**config.mk**
```make
export PLATFORM = sky130hd
export DESIGN_NAME = lockstep_sched_flat
export DESIGN_NICKNAME = d
export VERILOG_FILES = /design/src/rtl/lockstep_pkg.sv /design/src/rtl/lockstep_if.sv /design/src/rtl/lockstep_obs_cmp.sv /design/src/rtl/lockstep_sched.sv /design/src/flat_wrapper.sv
export SDC_FILE = /design/constraint.sdc
export NUM_CORES = 1
export LEC_CHECK = 0
export ABC_AREA = 1
export BUFFER_PORTS_ARGS = -buffer_cell sky130_fd_sc_hd__buf_2
export CAP_MARGIN = 20
export CORE_ASPECT_RATIO = 0.75
export CORE_MARGIN = 2
export CORE_UTILIZATION = 59
export CTS_CLUSTER_DIAMETER = 100
export DETAILED_ROUTE_END_ITERATION = 7
export PLACE_DENSITY_LB_ADDON = 0.25
export SETUP_SLACK_MARGIN = 0.2
export SLEW_MARGIN = 40
export SYNTH_ARGS = -nofsm -noshare
export SYNTH_HDL_FRONTEND = slang
export SYNTH_SLANG_ARGS = --single-unit
export TNS_END_PERCENT = 100
```
**constraint.sdc**
```tcl
create_clock -name clk -period 4.8 [get_ports clk]
set_input_delay 0.96 -clock clk [delete_from_list [all_inputs] [get_ports clk]]
set_output_delay 0.96 -clock clk [all_outputs]
set_load 0.02 [all_outputs]
```
**src/rtl/lockstep_pkg.sv**
```systemverilog
// Shared types for the lockstep scheduler: FSM state encoding and the per-copy
// observation bundle compared between the two core copies.
package lockstep_pkg;

   localparam int OBS_MAX_W = 64;
   localparam int PCSEL_W   = 3;

   typedef enum logic [1:0] {
      LOCK  = 2'd0,
      HOLD1 = 2'd1,
      HOLD2 = 2'd2,
      DONE  = 2'd3
   } state_e;

   // Fields are sized for the widest supported OBS_W; narrower builds zero-extend.
   typedef struct packed {
      logic                 mem_v;
      logic [OBS_MAX_W-1:0] mem_addr;
      logic [OBS_MAX_W-1:0] npc;
      logic [PCSEL_W-1:0]   pcsel;
   } obs_t;

   function automatic obs_t make_obs(input logic                 mem_v,
                                     input logic [OBS_MAX_W-1:0] mem_addr,
                                     input logic [OBS_MAX_W-1:0] npc,
                                     input logic [PCSEL_W-1:0]   pcsel);
      obs_t o;
      o.mem_v    = mem_v;
      o.mem_addr = mem_addr;
      o.npc      = npc;
      o.pcsel    = pcsel;
      return o;
   endfunction

endpackage

```
**src/rtl/lockstep_if.sv**
```systemverilog
// Signal bundle between the two core copies and the lockstep scheduler.
// master = core/environment side, slave = scheduler side.
interface lockstep_if #(
   parameter int OBS_W = 32,
   parameter int CNT_W = 32
);
   // commit_x acts as a valid from copy x; en_x is its back-pressure: a copy whose
   // en_x is low does not advance, so a commit_x seen while en_x=0 is not a new
   // retirement and the scheduler ignores it for release decisions.
   logic             commit_1;
   logic             commit_2;
   logic             mem_v_1;
   logic             mem_v_2;
   logic [OBS_W-1:0] mem_addr_1;
   logic [OBS_W-1:0] mem_addr_2;
   logic [OBS_W-1:0] npc_1;
   logic [OBS_W-1:0] npc_2;
   logic [2:0]       pcsel_1;
   logic [2:0]       pcsel_2;

   logic             en_1;
   logic             en_2;
   logic             commit_dev;
   logic             addr_dev;
   logic             invalid_prog;
   logic             timeout;
   logic             finish_1;
   logic             finish_2;
   logic             done;
   logic [CNT_W-1:0] total_cnt;
   logic [CNT_W-1:0] stall_cnt;

   modport master (
      output commit_1, commit_2, mem_v_1, mem_v_2, mem_addr_1, mem_addr_2,
             npc_1, npc_2, pcsel_1, pcsel_2,
      input  en_1, en_2, commit_dev, addr_dev, invalid_prog, timeout,
             finish_1, finish_2, done, total_cnt, stall_cnt
   );

   modport slave (
      input  commit_1, commit_2, mem_v_1, mem_v_2, mem_addr_1, mem_addr_2,
             npc_1, npc_2, pcsel_1, pcsel_2,
      output en_1, en_2, commit_dev, addr_dev, invalid_prog, timeout,
             finish_1, finish_2, done, total_cnt, stall_cnt
   );

endinterface

```
**src/rtl/lockstep_obs_cmp.sv**
```systemverilog
// Observation comparator: addresses only matter when both sides issue a memory
// request; next-PC and PC-select must always agree.
module lockstep_obs_cmp
   import lockstep_pkg::*;
(
   input  obs_t obs_a,
   input  obs_t obs_b,
   output logic mismatch
);

   logic addr_mis;
   logic flow_mis;

   assign addr_mis = obs_a.mem_v && obs_b.mem_v && (obs_a.mem_addr != obs_b.mem_addr);
   assign flow_mis = (obs_a.npc != obs_b.npc) || (obs_a.pcsel != obs_b.pcsel);
   assign mismatch = addr_mis || flow_mis;

endmodule

```
**src/rtl/lockstep_sched.sv**
```systemverilog
// Lockstep scheduler: keeps two core copies in step, freezing whichever copy
// retires first until the other catches up. Counters built with LOCKSTEP_PERF_CNT_EN.
module lockstep_sched
   import lockstep_pkg::*;
#(
   parameter int OBS_W     = 32,
   parameter int MAX_STALL = 64,
   parameter int CNT_W     = 32
) (
   input  logic      clk,
   input  logic      rst_n,
   lockstep_if.slave bus,
   output state_e    dbg_state
);

   localparam int              HC_W      = $clog2(MAX_STALL + 1);
   localparam logic [HC_W-1:0] HOLD_LAST = HC_W'(MAX_STALL - 1);
   localparam logic [HC_W-1:0] HOLD_MAX  = HC_W'(MAX_STALL);

   state_e           state_q, state_d;
   obs_t             snap_q, snap_d;
   logic [HC_W-1:0]  hold_cnt_q, hold_cnt_d;
   logic             en_1_q, en_1_d, en_2_q, en_2_d, done_q, done_d;
   logic             commit_dev_q, commit_dev_d;
   logic             addr_dev_q, addr_dev_d;
   logic             invalid_prog_q, invalid_prog_d;
   logic             timeout_q, timeout_d;
   logic             finish_1_q, finish_1_d;
   logic             finish_2_q, finish_2_d;

   obs_t             obs_1, obs_2, live_obs;
   logic             lock_mis, snap_mis, active, release_c, stop_c;
   logic [OBS_W-1:0] eff_addr_1, eff_addr_2;

   assign obs_1 = make_obs(bus.mem_v_1, OBS_MAX_W'(bus.mem_addr_1),
                           OBS_MAX_W'(bus.npc_1), bus.pcsel_1);
   assign obs_2 = make_obs(bus.mem_v_2, OBS_MAX_W'(bus.mem_addr_2),
                           OBS_MAX_W'(bus.npc_2), bus.pcsel_2);

   // The frozen leader's snapshot is checked against whichever copy is catching up.
   assign live_obs = (state_q == HOLD1) ? obs_2 : obs_1;

   lockstep_obs_cmp u_lock_cmp (
      .obs_a   (obs_1),
      .obs_b   (obs_2),
      .mismatch(lock_mis)
   );

   lockstep_obs_cmp u_snap_cmp (
      .obs_a   (snap_q),
      .obs_b   (live_obs),
      .mismatch(snap_mis)
   );

   assign eff_addr_1 = bus.mem_v_1 ? bus.mem_addr_1 : '0;
   assign eff_addr_2 = bus.mem_v_2 ? bus.mem_addr_2 : '0;
   assign active     = (state_q != DONE);
   assign release_c  = (state_q == HOLD1) ? bus.commit_2 : bus.commit_1;
   assign stop_c     = invalid_prog_q || timeout_q || (finish_1_q && finish_2_q);

   always_comb begin
      state_d        = state_q;
      snap_d         = snap_q;
      hold_cnt_d     = hold_cnt_q;
      commit_dev_d   = commit_dev_q;
      addr_dev_d     = addr_dev_q;
      invalid_prog_d = invalid_prog_q;
      timeout_d      = timeout_q;
      finish_1_d     = finish_1_q;
      finish_2_d     = finish_2_q;

      if (active) begin
         if (!commit_dev_q && (eff_addr_1 != eff_addr_2)) addr_dev_d = 1'b1;
         if ((commit_dev_q || addr_dev_q) && bus.commit_1 && en_1_q) finish_1_d = 1'b1;
         if ((commit_dev_q || addr_dev_q) && bus.commit_2 && en_2_q) finish_2_d = 1'b1;

         if (stop_c) begin
            state_d = DONE;
         end else begin
            case (state_q)
               LOCK: begin
                  hold_cnt_d = '0;
                  if (bus.commit_1 && bus.commit_2) begin
                     if (lock_mis) invalid_prog_d = 1'b1;
                  end else if (bus.commit_1) begin
                     snap_d       = obs_1;
                     commit_dev_d = 1'b1;
                     state_d      = HOLD1;
                  end else if (bus.commit_2) begin
                     snap_d       = obs_2;
                     commit_dev_d = 1'b1;
                     state_d      = HOLD2;
                  end
               end
               HOLD1, HOLD2: begin
                  // A releasing commit beats a timeout landing in the same cycle.
                  if (release_c) begin
                     if (snap_mis) invalid_prog_d = 1'b1;
                     hold_cnt_d = '0;
                     state_d    = LOCK;
                  end else if (hold_cnt_q == HOLD_LAST) begin
                     hold_cnt_d = HOLD_MAX;
                     timeout_d  = 1'b1;
                     state_d    = DONE;
                  end else begin
                     hold_cnt_d = hold_cnt_q + HC_W'(1);
                  end
               end
               default: ;
            endcase
         end
      end

      en_1_d = (state_d == LOCK) || (state_d == HOLD2);
      en_2_d = (state_d == LOCK) || (state_d == HOLD1);
      done_d = (state_d == DONE);
   end

   always_ff @(posedge clk or negedge rst_n) begin
      if (!rst_n) begin
         state_q        <= LOCK;
         snap_q         <= '0;
         hold_cnt_q     <= '0;
         en_1_q         <= 1'b1;
         en_2_q         <= 1'b1;
         done_q         <= 1'b0;
         commit_dev_q   <= 1'b0;
         addr_dev_q     <= 1'b0;
         invalid_prog_q <= 1'b0;
         timeout_q      <= 1'b0;
         finish_1_q     <= 1'b0;
         finish_2_q     <= 1'b0;
      end else begin
         state_q        <= state_d;
         snap_q         <= snap_d;
         hold_cnt_q     <= hold_cnt_d;
         en_1_q         <= en_1_d;
         en_2_q         <= en_2_d;
         done_q         <= done_d;
         commit_dev_q   <= commit_dev_d;
         addr_dev_q     <= addr_dev_d;
         invalid_prog_q <= invalid_prog_d;
         timeout_q      <= timeout_d;
         finish_1_q     <= finish_1_d;
         finish_2_q     <= finish_2_d;
      end
   end

`ifdef LOCKSTEP_PERF_CNT_EN
   logic [CNT_W-1:0] total_cnt_q, total_cnt_d;
   logic [CNT_W-1:0] stall_cnt_q, stall_cnt_d;
   logic             in_hold;

   assign in_hold = (state_q == HOLD1) || (state_q == HOLD2);

   // Both counters saturate and stop once the pair has reached DONE.
   always_comb begin
      total_cnt_d = total_cnt_q;
      stall_cnt_d = stall_cnt_q;
      if (active) begin
         if (total_cnt_q != '1) total_cnt_d = total_cnt_q + CNT_W'(1);
         if (in_hold && (stall_cnt_q != '1)) stall_cnt_d = stall_cnt_q + CNT_W'(1);
      end
   end

   always_ff @(posedge clk or negedge rst_n) begin
      if (!rst_n) begin
         total_cnt_q <= '0;
         stall_cnt_q <= '0;
      end else begin
         total_cnt_q <= total_cnt_d;
         stall_cnt_q <= stall_cnt_d;
      end
   end

   assign bus.total_cnt = total_cnt_q;
   assign bus.stall_cnt = stall_cnt_q;
`else
   assign bus.total_cnt = '0;
   assign bus.stall_cnt = '0;
`endif

   assign bus.en_1         = en_1_q;
   assign bus.en_2         = en_2_q;
   assign bus.done         = done_q;
   assign bus.commit_dev   = commit_dev_q;
   assign bus.addr_dev     = addr_dev_q;
   assign bus.invalid_prog = invalid_prog_q;
   assign bus.timeout      = timeout_q;
   assign bus.finish_1     = finish_1_q;
   assign bus.finish_2     = finish_2_q;
   assign dbg_state        = state_q;

endmodule
```
**src/flat_wrapper.sv**
```systemverilog
// flat-port wrapper written by rule: the top's interface ports become plain ports
module lockstep_sched_flat import lockstep_pkg::*;
#(
   parameter int OBS_W     = 32,
   parameter int MAX_STALL = 64,
   parameter int CNT_W     = 32
)
  (clk, rst_n, dbg_state, bus_commit_1, bus_commit_2, bus_mem_v_1, bus_mem_v_2, bus_mem_addr_1, bus_mem_addr_2, bus_npc_1, bus_npc_2, bus_pcsel_1, bus_pcsel_2, bus_en_1, bus_en_2, bus_commit_dev, bus_addr_dev, bus_invalid_prog, bus_timeout, bus_finish_1, bus_finish_2, bus_done, bus_total_cnt, bus_stall_cnt);
  lockstep_if #(.OBS_W(OBS_W), .CNT_W(CNT_W)) bus_i ();
  input  logic clk;
  input  logic rst_n;
  output state_e dbg_state;
  input wire logic [$bits(bus_i.commit_1)-1:0] bus_commit_1;
  input wire logic [$bits(bus_i.commit_2)-1:0] bus_commit_2;
  input wire logic [$bits(bus_i.mem_v_1)-1:0] bus_mem_v_1;
  input wire logic [$bits(bus_i.mem_v_2)-1:0] bus_mem_v_2;
  input wire logic [$bits(bus_i.mem_addr_1)-1:0] bus_mem_addr_1;
  input wire logic [$bits(bus_i.mem_addr_2)-1:0] bus_mem_addr_2;
  input wire logic [$bits(bus_i.npc_1)-1:0] bus_npc_1;
  input wire logic [$bits(bus_i.npc_2)-1:0] bus_npc_2;
  input wire logic [$bits(bus_i.pcsel_1)-1:0] bus_pcsel_1;
  input wire logic [$bits(bus_i.pcsel_2)-1:0] bus_pcsel_2;
  output wire logic [$bits(bus_i.en_1)-1:0] bus_en_1;
  output wire logic [$bits(bus_i.en_2)-1:0] bus_en_2;
  output wire logic [$bits(bus_i.commit_dev)-1:0] bus_commit_dev;
  output wire logic [$bits(bus_i.addr_dev)-1:0] bus_addr_dev;
  output wire logic [$bits(bus_i.invalid_prog)-1:0] bus_invalid_prog;
  output wire logic [$bits(bus_i.timeout)-1:0] bus_timeout;
  output wire logic [$bits(bus_i.finish_1)-1:0] bus_finish_1;
  output wire logic [$bits(bus_i.finish_2)-1:0] bus_finish_2;
  output wire logic [$bits(bus_i.done)-1:0] bus_done;
  output wire logic [$bits(bus_i.total_cnt)-1:0] bus_total_cnt;
  output wire logic [$bits(bus_i.stall_cnt)-1:0] bus_stall_cnt;
  assign bus_i.commit_1 = bus_commit_1;
  assign bus_i.commit_2 = bus_commit_2;
  assign bus_i.mem_v_1 = bus_mem_v_1;
  assign bus_i.mem_v_2 = bus_mem_v_2;
  assign bus_i.mem_addr_1 = bus_mem_addr_1;
  assign bus_i.mem_addr_2 = bus_mem_addr_2;
  assign bus_i.npc_1 = bus_npc_1;
  assign bus_i.npc_2 = bus_npc_2;
  assign bus_i.pcsel_1 = bus_pcsel_1;
  assign bus_i.pcsel_2 = bus_pcsel_2;
  assign bus_en_1 = bus_i.en_1;
  assign bus_en_2 = bus_i.en_2;
  assign bus_commit_dev = bus_i.commit_dev;
  assign bus_addr_dev = bus_i.addr_dev;
  assign bus_invalid_prog = bus_i.invalid_prog;
  assign bus_timeout = bus_i.timeout;
  assign bus_finish_1 = bus_i.finish_1;
  assign bus_finish_2 = bus_i.finish_2;
  assign bus_done = bus_i.done;
  assign bus_total_cnt = bus_i.total_cnt;
  assign bus_stall_cnt = bus_i.stall_cnt;
  lockstep_sched #(.OBS_W(OBS_W), .MAX_STALL(MAX_STALL), .CNT_W(CNT_W)) u_core (.clk(clk), .rst_n(rst_n), .bus(bus_i), .dbg_state(dbg_state));
endmodule
```
Word-level counts from Yosys, hierarchy flattened

Index checks and enable logic that the tools add are counted.

Register bits after elaboration: 150
Bits of input ports: 140
Output and inout port bits: 75
Logic and storage cells: 94

$add $sub $neg: 1
Eq/ne operators: 18
Multiplexer cells: 24
Bitwise operators: 3
Reduce and logical (&&, ||, !) cells: 33

Operators by type and width:

| kind                | number |
|---|---|
| $mux 132            | 3 |
| $ne 64x64->1        | 2 |
| $ne 32x32->1        | 3 |
| $mux 32             | 2 |
| $mux 2              | 7 |
| $mux 7              | 2 |
| $pmux 7 s2          | 1 |
| $logic_and 1x1->1   | 11 |
| $reduce_and 5->1    | 2 |
| $logic_or 1x1->1    | 9 |
| $ne 2x1->1 const B  | 4 |
| $add 7x1->7 const B | 1 |
| $eq 7x6->1 const B  | 1 |
| $mux 1              | 7 |
| $reduce_and 7->1    | 1 |
| $eq 2x2->1 const B  | 3 |
| $ne 3x3->1          | 2 |
| $reduce_and 2->1    | 3 |
| $eq 2x1->1 const B  | 2 |
| $logic_not 2->1     | 2 |
| $pmux 2 s2          | 1 |
| $reduce_bool 2->1   | 2 |
| $not 1->1           | 3 |
| $reduce_and 3->1    | 1 |
| 4 further kinds     | 4 |

Depth between registers and ports, before layout

Word-level depth: 8
Gate-level depth with buffers: 18
Depth with buffers taken out: 17

Hierarchy

A second synthesis with hierarchy kept.

Cell total of the unflattened synthesis: 1781
Area total of the unflattened synthesis: 10420.0 um^2

Modules (own cells, without submodules):

| module           | times used | cells an instance | area an instance (um^2) | seq. area each (um^2) |
|---|---|---|---|---|
| lockstep_sched   | 1          | 793               | 6023.3                  | 2154.6 |
| lockstep_obs_cmp | 2          | 494               | 2198.4                  | 0.0 |

Least setup slack after synthesis

Ideal clock, no wire load.

Path kind: input -> register
Start: input bus_mem_v_2
End: register u_core.addr_dev_q (netlist: u_core.bus.addr_dev)
Library setup time: 0.117 ns
Arrival time: 2.043 ns
Slack: 2.641 ns
Stages on the path: 10
Cell sequence: buf_2 -> buf_2 -> nand2_1 -> xor2_1 -> nor4_1 -> nand2_1 -> nor2_1 -> nand2_1 -> nand2_1 -> nand2_1

Cells in the longest elaborated chain, start to end: 4

Ends and longest elaborated chain:

| what                       | line                  | source |
|---|---|---|
| from (decl)                | flat_wrapper.sv:16    | `input wire logic [$bits(bus_i.mem_v_2)-1:0] bus_mem_v_2;` |
| $mux 32                    | lockstep_sched.sv:56  | `assign eff_addr_2 = bus.mem_v_2 ? bus.mem_addr_2 : '0;` |
| $ne 32x32->1               | lockstep_sched.sv:73  | `if (!commit_dev_q && (eff_addr_1 != eff_addr_2)) addr_dev_d = 1'b1;` |
| $logic_and 1x1->1          | lockstep_sched.sv:73  |  |
| $reduce_and 2->1 (no line) | --                    |  |
| to (signal assigned)       | lockstep_sched.sv:141 | `addr_dev_q <= addr_dev_d;` |
| to (decl)                  | lockstep_sched.sv:25  | `logic addr_dev_q, addr_dev_d;` |

Every way passes these cells.
A chain may end at the register's enable or synchronous reset.

Worst setup path after layout

Start: input bus_commit_1
End: register u_core.snap_q[30] (netlist name)

Cells in the longest elaborated chain, start to end: 3
Elaborated cells between the ends (all ways): 5
Classes of those cells: 1 x mux; 1 x bitwise; 3 x reduce/logical

Ends and longest elaborated chain:

| what                       | line                  | source |
|---|---|---|
| from (decl)                | flat_wrapper.sv:13    | `input wire logic [$bits(bus_i.commit_1)-1:0] bus_commit_1;` |
| $logic_and 1x1->1          | lockstep_sched.sv:83  | `if (bus.commit_1 && bus.commit_2) begin` |
| $not 1->1 (no line)        | --                    |  |
| $reduce_and 5->1 (no line) | --                    |  |
| to (signal assigned)       | lockstep_sched.sv:135 | `snap_q <= snap_d;` |
| to (decl)                  | lockstep_sched.sv:21  | `obs_t snap_q, snap_d;` |

Several ways; a longest one is shown, not always the timed one.

==> results.ini <==
[yosys]
synth_cells=1379
synth-edff-count=0
synth_most_common_cell=nand2_1
synth-async-reset-ratio=1.00
synth_common_cells=nand2_1 (615), inv_1 (142), nor2_1 (104)
synth_warnings=0
synth_area_leader_cell=nand2_1
yosys-top-cells-area=nand2_1 (28%), dfrtp_1 (25%), buf_4 (6.4%)
yosys.area.top_type_share=0.278
synth_flop_cell=dfrtp_1
synthesis.area_sq_um=8290
synth_area_per_cell_sq_um=6.01
synth-seq-cells=86
synthDistinctLibCells=31
ys_seq_area_frac=0.260

[global_routing]
track_usage=0.318
grt_first_pass_wirelength_microns=38100
first_global_vias=7913
overflow=0
antenna_found_initial=3
grt_max_degree=65

[worst_hold_path]
holdPathEnd=u_core.bus.timeout$_DFFE_PN0P_
holdCritPathClass=reg -> reg
hold_start=u_core.bus.timeout$_DFFE_PN0P_
min_path_cells=2

[floorplan]
die_area_sq_um=15000
placement_rows=37
io_pins=215
chipWidth_microns=141
start_util=0.605
coreArea_sq_um=13700
die_y_microns=107

[setup_path]
endpoint_kind=flip-flop
r2r_end=u_core.bus.invalid_prog$_DFFE_PN0P_
cp_max_fo=49
critical_path_class=in -> reg
cp.required_ns=5.01
arrival_ns=3.26
reg2regPathDepth=14
start_kind=input port
r2r_setup_slack_ns=1.99
r2r_start=u_core.dbg_state[1]$_DFF_PN0_

[timing]
setup_viol=0
worst_pin_slew_ns=0.792
fin_crit_ns=3.04
grt_setup_unrepaired=false
relSlewSlack=0.472
final.period_utilization=0.634
fmax_ghz=0.329
holdWs_ns=0.499
layout_setup_ws_ns=1.76
finalSetupTns_ns=0
skew_ns=0.00392
finalHoldViolCount=0
drv_slew=0

[placement]
gp_congestion=0.934
dpl.hpwl_microns=17300
pre_cts_slack_ns=1.44
portBuffers=150
dpl.cell_count=1659

[clocking]
cts.sinks=86
htree_levels=3
path_clk_slew_ns=0.07
cts_hold_buf=0
cts_root_buf=clkbuf_16
cts_tree=built
cts_buffers=9
cts_buffer_depth=2
worstSkewPairLatency_ns=0.35
cts_resized=0
cts_setup_buffers=0

[drt]
vias=8828
routed_wl_microns=23700
ant_nets=0
drtIter0Drc=859
drc=0
avgViaCountPerCell=5.26
drt_first_pass_iters=7
wl_per_cell_microns=14.1

[finish]
final_layout_size_suffix_gt1_frac=0.121
syn_to_final_growth_pct=10.1
fill_cells=1262
instances_no_fill=1678
final_nets=1642

[power]
leakagePower_nw=5.07
total_power_mw=1.89
ir_drop_mv=0.200
cellPowerDensity_nw_per_um2=207

[outcome]
status=finished, final reports clean

[run]
max-cap-violations=0

-- critical path: stages --
cell	delay, ns
buf_2	0.56
ha_1	0.36
nand3_1	0.12
clkinv_2	0.48
buf_4	0.49
o211ai_1	0.15
o21ai_0	0.12
-- cell type report --
| type | instances | area [sq um] | share of cell area |
|---|---|---|---|
| Multi-Input combinational cell | 1096 | 5080 | 0.557 |
| Sequential cell | 86 | 2150 | 0.236 |
| Tap cell | 175 | 219 | 0.0240 |
| Antenna cell | 3 | 7.51 | 0.000822 |
| Clock inverter | 5 | 57.6 | 0.00630 |
| Inverter | 145 | 548 | 0.0600 |
| Timing Repair Buffer | 157 | 806 | 0.0883 |
| Clock buffer | 11 | 253 | 0.0277 |
-- per-layer routing --
metal / share of wire / global-route usage / vias up / wire length [microns]
li1: - / - / 4395 / -
met1: 0.44 / 0.459 / 3904 / 10400
met2: 0.42 / 0.486 / 485 / 10100
met3: 0.12 / 0.0643 / 44 / 2810
met4: 0.017 / 0.0864 / 0 / 414
met5: 0 / 0 / - / 0
-- per-stage QoR --
step,cell area (sq um),util
finish,9130,0.666
global route,9130,0.666
global placement,8810,0.643
detailed placement,8810,0.643
floorplan,8530,-
CTS,9120,0.666
-- cell usage in the layout, fill, tap and decap left out, types with 2 or more instances in the layout --
master | Yosys | final
nor2_1 | 104 | 104
o21ai_1 | 5 | 5
nand3b_1 | 13 | 13
clkinvlp_4 | 0 | 3
xor2_1 | 55 | 55
a21oi_1 | 9 | 9
xnor2_1 | 29 | 29
nor3_1 | 4 | 4
nand2_1 | 615 | 615
nand3_1 | 50 | 50
diode_2 | 0 | 3
o211ai_1 | 37 | 37
dfstp_2 | 2 | 2
clkbuf_8 | 0 | 2
dfrtp_1 | 84 | 84
buf_4 | 71 | 8
inv_1 | 142 | 142
conb_1 | 1 | 64
a31oi_1 | 34 | 34
clkinv_2 | 0 | 2
clkbuf_16 | 0 | 9
buf_2 | 23 | 149
nand4_1 | 5 | 5
o21ai_0 | 49 | 49
nor4_1 | 8 | 8
ha_1 | 7 | 6
a41o_1 | 2 | 2
-- power by group --
group / switching (mW) / leakage [nW] / internal, mW
Combinational: 0.291 / 3.96 / 0.136
Clock: 0.309 / 0.144 / 0.431
Sequential: 0.000704 / 0.965 / 0.725
-- registers in the layout, summed over array words and instances (netlist names) --
name,flops
u_core.bus.finish_1,1
u_core.dbg_state,2
u_core.bus.finish_2,1
u_core.bus.en_2,1
u_core.hold_cnt_q,7
u_core.bus.addr_dev,1
u_core.bus.done,1
u_core.bus.commit_dev,1
u_core.bus.invalid_prog,1
u_core.bus.timeout,1
u_core.snap_q,68
u_core.bus.en_1,1
-- how the worst max path moves through the flow --
stage	from	cells past startpoint	to	slack, ns
after global routing	bus_commit_1	7	u_core.snap_q[92]$_DFFE_PN0P_	1.58
after floorplan	bus_mem_v_2	10	u_core.bus.addr_dev$_DFFE_PN0P_	2.64
after CTS	bus_commit_1	7	u_core.snap_q[30]$_DFFE_PN0P_	1.82
after global placement	bus_commit_1	7	u_core.snap_q[30]$_DFFE_PN0P_	1.51
final	bus_commit_1	7	u_core.snap_q[30]$_DFFE_PN0P_	1.76
after detailed placement	bus_commit_1	7	u_core.snap_q[30]$_DFFE_PN0P_	1.44
-- logic make-up (layout without fill, tap and decap cells) --
logic type	Yosys count	in the layout	synth area share
buffers and inverters	260	318	0.156
other	1	67	0.000452
XOR/XNOR	84	84	0.0887
flip-flops	86	86	0.260
adder cells (fa/ha/maj)	7	7	0.0106
AND/OR/NAND/NOR	801	801	0.381
AO/OA/AOI/OAI	140	140	0.103
No activity file was read; power rests on OpenSTA's default activity.
